### src/rtl/fifo_bit_unpacker_if.sv
// Output word stream of the bit unpacker: packed word, valid-bit count and
// a valid/ready handshake.
interface fifo_bit_unpacker_if #(
    parameter int WIDTH = 8,
    parameter int CW    = $clog2(WIDTH + 1)
);
    logic [WIDTH-1:0] m_data;
    logic [CW-1:0]    m_bits;
    logic             m_valid;
    logic             m_ready;

    modport master (output m_data, output m_bits, output m_valid, input m_ready);
    modport slave  (input m_data, input m_bits, input m_valid, output m_ready);
endinterface

### src/rtl/fifo_bit_unpacker.sv
// Drains a 1-bit FIFO read port, packs the bits into WIDTH-bit words and
// presents them on a valid/ready stream; flush emits a partial word.
//
// state | meaning
// EMPTY | output register free, m_valid=0
// FULL  | word held in output register, m_valid=1
module fifo_bit_unpacker #(
    parameter int WIDTH     = 8,
    parameter bit LSB_FIRST = 1'b1,
    parameter int CW        = $clog2(WIDTH + 1)
) (
    input  logic                 clk,
    input  logic                 rst,
    input  logic                 fifo_empty,
    input  logic                 fifo_dout,
    output logic                 fifo_rd,
    input  logic                 flush,
    fifo_bit_unpacker_if.master  m
);
    localparam logic [CW-1:0] FULL_CNT = CW'(WIDTH);

    typedef enum logic {EMPTY, FULL} out_state_t;

    out_state_t       out_st;
    logic [CW-1:0]    issued;
    logic [CW-1:0]    got;
    logic [CW-1:0]    got_next;
    logic             rd_q;
    logic             flush_pend;
    logic [WIDTH-1:0] shift_q;
    logic [WIDTH-1:0] shift_next;
    logic [WIDTH-1:0] data_q;
    logic [CW-1:0]    bits_q;
    logic             out_free;
    logic             flush_req;
    logic             flush_done;
    logic             load_full;
    logic             load_part;
    logic             load;

    // rst gates the strobe so no read is issued while the packer is held in reset
    assign fifo_rd = !rst && !fifo_empty && (issued != FULL_CNT) && !flush_pend;

    always_comb begin
        shift_next = shift_q;
        for (int i = 0; i < WIDTH; i++) begin
            if (rd_q && (got == CW'(LSB_FIRST ? i : WIDTH - 1 - i))) begin
                shift_next[i] = fifo_dout;
            end
        end
    end

    assign got_next   = got + {{(CW-1){1'b0}}, rd_q};
    assign out_free   = (out_st == EMPTY) || m.m_ready;
    assign flush_req  = flush || flush_pend;
    assign flush_done = flush_req && !rd_q && (got == '0);
    assign load_full  = (got_next == FULL_CNT) && out_free;
    assign load_part  = flush_req && !rd_q && (got != '0) && (got != FULL_CNT) && out_free;
    assign load       = load_full || load_part;

    always_ff @(posedge clk or posedge rst) begin
        if (rst) begin
            out_st     <= EMPTY;
            issued     <= '0;
            got        <= '0;
            rd_q       <= 1'b0;
            flush_pend <= 1'b0;
            shift_q    <= '0;
            data_q     <= '0;
            bits_q     <= '0;
        end else begin
            rd_q <= fifo_rd;
            if (load) begin
                out_st     <= FULL;
                data_q     <= shift_next;
                bits_q     <= load_full ? FULL_CNT : got;
                shift_q    <= '0;
                got        <= '0;
                // a strobe issued on the load edge belongs to the next word
                issued     <= {{(CW-1){1'b0}}, fifo_rd};
                flush_pend <= 1'b0;
            end else begin
                if (m.m_ready) begin
                    out_st <= EMPTY;
                end
                shift_q    <= shift_next;
                got        <= got_next;
                issued     <= issued + {{(CW-1){1'b0}}, fifo_rd};
                flush_pend <= flush_req && !flush_done;
            end
        end
    end

    assign m.m_data  = data_q;
    assign m.m_bits  = bits_q;
    assign m.m_valid = (out_st == FULL);
endmodule

### src/flat_wrapper.sv
// flat-port wrapper written by rule: the top's interface ports become plain ports
module fifo_bit_unpacker_flat 
#(
    parameter int WIDTH     = 8,
    parameter bit LSB_FIRST = 1'b1,
    parameter int CW        = $clog2(WIDTH + 1)
)
  (clk, rst, fifo_empty, fifo_dout, fifo_rd, flush, m_m_data, m_m_bits, m_m_valid, m_m_ready);
  fifo_bit_unpacker_if #(.WIDTH(WIDTH), .CW(CW)) m_i ();
  input  logic clk;
  input  logic rst;
  input  logic fifo_empty;
  input  logic fifo_dout;
  output logic fifo_rd;
  input  logic flush;
  output wire logic [$bits(m_i.m_data)-1:0] m_m_data;
  output wire logic [$bits(m_i.m_bits)-1:0] m_m_bits;
  output wire logic [$bits(m_i.m_valid)-1:0] m_m_valid;
  input wire logic [$bits(m_i.m_ready)-1:0] m_m_ready;
  assign m_m_data = m_i.m_data;
  assign m_m_bits = m_i.m_bits;
  assign m_m_valid = m_i.m_valid;
  assign m_i.m_ready = m_m_ready;
  fifo_bit_unpacker #(.WIDTH(WIDTH), .LSB_FIRST(LSB_FIRST), .CW(CW)) u_core (.clk(clk), .rst(rst), .fifo_empty(fifo_empty), .fifo_dout(fifo_dout), .fifo_rd(fifo_rd), .flush(flush), .m(m_i));
endmodule
### config.mk
export PLATFORM = sky130hd
export DESIGN_NAME = fifo_bit_unpacker_flat
export DESIGN_NICKNAME = d
export VERILOG_FILES = /design/src/rtl/fifo_bit_unpacker_if.sv /design/src/rtl/fifo_bit_unpacker.sv /design/src/flat_wrapper.sv
export SDC_FILE = /design/constraint.sdc
export NUM_CORES = 1
export LEC_CHECK = 0
export ABC_AREA = 1
export ABC_CLOCK_PERIOD_IN_PS = 2800
export CORE_ASPECT_RATIO = 0.9
export CORE_MARGIN = 2
export CORE_UTILIZATION = 60
export CTS_BUF_LIST = sky130_fd_sc_hd__clkbuf_4 sky130_fd_sc_hd__clkbuf_8
export CTS_CLUSTER_SIZE = 40
export DETAILED_ROUTE_END_ITERATION = 10
export GPL_TIMING_DRIVEN = 0
export PLACE_DENSITY = 0.86
export SKIP_CTS_REPAIR_TIMING = 1
export SLEW_MARGIN = 10
export SYNTH_ARGS = -nofsm -noshare
export SYNTH_HDL_FRONTEND = slang
export SYNTH_SLANG_ARGS = --single-unit
### constraint.sdc
create_clock -name clk -period 2.8 [get_ports clk]
set_clock_uncertainty 0.05 [all_clocks]
set_input_delay 0.56 -clock clk [delete_from_list [all_inputs] [get_ports clk]]
set_output_delay 0.56 -clock clk [all_outputs]
set_load 0.03 [all_outputs]
==> results_dict.tcl <==
set metrics [dict create \
    ys_types 21 \
    dp_hpwl_um 2090 \
    cp_max_fo 4 \
    placed_cell_area_um2 1740 \
    drive_above_1_share_pct 11.8 \
    h-tree-depth 2 \
    cp.arrival_ns 1.73 \
    timing.fmax_ghz 0.428 \
    max_slew_margin_pct 26.6 \
    clockBufferDepth 2 \
    n_fill_cell 204 \
    power.internal_w 0.000976 \
    start_util_pct 62.6 \
    synth_top_area_share_pct 51.1 \
    globalRoute.totalOverflow 0 \
    setup_tns_ns 0 \
    drt_iter0_markers 36 \
    postLayoutCellArea_um2 1820 \
    die_x_um 57.0 \
    yosysTopAreaCell "dfrtp_1" \
    root_buffer "clkbuf_4" \
    p_leak_nw 0.920 \
    worstSetupStartpointType "primary input" \
    hp-class "reg2reg" \
    grt_util_all_layers_pct 22.3 \
    period_needed_ns 2.34 \
    crit_family "buffers and inverters" \
    p_sw_share_pct 40.2 \
    post-route-period-util_pct 83.4 \
    wl_per_cell_um 12.4 \
    synth.area.top_cells "dfrtp_1 51%, nand2_1 11%, nand3_1 6.6%" \
    rsz0062_at_grt "no" \
    cts_num_sinks 31 \
    ant_nets 0 \
    slowest_delay_ns 0.42 \
    outcome "finished, final reports clean" \
    finalPower_w 0.00163 \
    finalNetCount 213 \
    cap_violations 0 \
    slowest_stage "clkdlybuf4s50_1" \
    grt_pass1_wl_um 4940 \
    netlist_area_um2 1520 \
    maxSlewViolCount 0 \
    fp.coreArea_um2 2420 \
    tightestPinTransition_ns 1.09 \
    numCtsBuffers 5 \
    seq_area_frac_synth_pct 51.1 \
    crit_required_ns 2.19 \
    hold_violations 0 \
    cts_tree "built" \
    p_sw_w 0.000655 \
    io_pins 20 \
    grt_max_degree 32 \
    syn_nets 187 \
    p_per_area_nw_per_um2 897 \
    diodes 0 \
    synth-warning-count 0 \
    antenna_found_initial 0 \
    avgSynthCellArea_um2 8.57 \
    vias 1219 \
    clk_latency_ns 0.32 \
    crit_chain "clkdlybuf4s50_1 > nor3_1 > and2_1 > dlymetal6s2s_1" \
    rows 17 \
    whs_ns 0.438 \
    finalSetupViolations 0 \
    yosys_register_bits 31 \
    syn2layout_area_growth_pct 19.8 \
    drt_wl_total_um 2870 \
    dieArea_um2 2950 \
    clkPwrFrac_pct 18.5 \
    seqPwrFrac_pct 39.1 \
    combPwrFrac_pct 42.4 \
    ir_drop_mv 0.669 \
    drt_first_pass_iters 5 \
    critical_path_class "in2out" \
    drc 0 \
    die_y_um 51.7 \
    gp_congestion 0.804 \
    end_kind "output port" \
    grt_pass1_vias 1178 \
    io_buffer_count 19 \
    clkTransAtPathRegs_ns 0.10 \
    viasPerCell 5.25 \
    synth_cells 177 \
    path_buf_inv 2 \
]
## flip-flops by register name, indices dropped and copies added, names as in the netlist
| register | count |
|---|---|
| u_core.m.m_bits | 4 |
| u_core.m.m_data | 8 |
| u_core.got | 4 |
| u_core.rd_q | 1 |
| u_core.flush_pend | 1 |
| u_core.issued | 4 |
| u_core.shift_q | 8 |
| u_core.m.m_valid | 1 |
## synth_stat cells, drive strengths merged
cell type  number
and2            1
ha              4
xor2            1
nand3          21
nor3            1
nand4           6
buf             4
nor2           26
inv            21
dfrtp          31
a21boi          3
nand2          51
o21ai           6
xnor2           1
## final cells by class
class / instances / area (um2) / share of cell area (%)
buffer: 4 / 37.5 / 2.06
multi-input combinational: 121 / 626 / 34.4
clock buffer: 8 / 72.6 / 3.99
inverter: 21 / 78.8 / 4.34
tap: 28 / 35.0 / 1.93
timing repair buffer: 19 / 193 / 10.6
sequential: 31 / 776 / 42.7
## cell usage in the layout (no fill, tap or decap)
master / instances
nand2_1: 45
dfrtp_1: 31
nor2_1: 22
nand3_1: 20
inv_1: 19
clkdlybuf4s50_1: 18
nand4_1: 6
o21ai_0: 6
clkbuf_4: 6
nand2_2: 4
ha_1: 4
nor2_4: 3
a21boi_0: 3
nand2_4: 2
buf_6: 2
buf_4: 2
clkbuf_8: 2
inv_2: 1
nand3_4: 1
nor2_2: 1
nor3_1: 1
and2_1: 1
xnor2_1: 1
xor2_1: 1
clkinv_1: 1
dlymetal6s2s_1: 1
## tightest hold or removal path, stage by stage (launching register included)
cell	delay, ns
dfrtp_1	0.36
nand2_1	0.05
nand3_1	0.05
## stage by stage
step           instances  utilization, %  setup WS [ns]
2_1_floorplan        177               -           1.01
3_3_place_gp         224            71.9          0.118
3_5_place_dp         224            71.9         0.0880
4_1_cts              232            74.9         0.0785
5_1_grt              232            75.0          0.370
6_report             232            75.0          0.464
## power by group through the flow
| stage | clock network [W] | logic, W | registers, W |
|---|---|---|---|
| after floorplan | 0 | 0.000405 | 0.000727 |
| after global placement | 0 | 0.000674 | 0.000638 |
| after detailed placement | 0 | 0.000692 | 0.000646 |
| after CTS | 0.000305 | 0.000696 | 0.000636 |
| after global routing | 0.000324 | 0.000764 | 0.000650 |
| final | 0.000302 | 0.000692 | 0.000637 |
## cells by family after synthesis
| logic type | after synthesis | synth area share [%] |
|---|---|---|
| AOI/OAI and AO/OA | 9 | 3.46 |
| DFF | 31 | 51.1 |
| xor gates and xnor gates | 2 | 1.15 |
| buffers and inverters | 25 | 7.67 |
| adders and majority gates | 4 | 3.30 |
| and+or+nand+nor | 106 | 33.3 |
## metal layers
metal	global-route usage, %	routed length, um	vias up
met2	39.3	1390	33
met4	7.75	46	0
li1	-	-	618
met3	5.97	191	6
met1	26.4	1250	562
met5	0	0	-
## path summary, 6_finish.rpt
path	from	end	slack [ns]	cells past startpoint
max reg2reg	u_core.rd_q	u_core.m.m_data[5]	0.81	10
max	rst	fifo_rd	0.46	4
min reg2reg	u_core.m.m_bits[3]	u_core.m.m_bits[3]	0.44	2
min in group asynchronous	rst	u_core.flush_pend	0.67	2
max in group asynchronous	rst	u_core.shift_q[3]	1.53	2
min	u_core.m.m_bits[3]	u_core.m.m_bits[3]	0.44	2
Note: power is estimated with default switching activity, not from simulation.
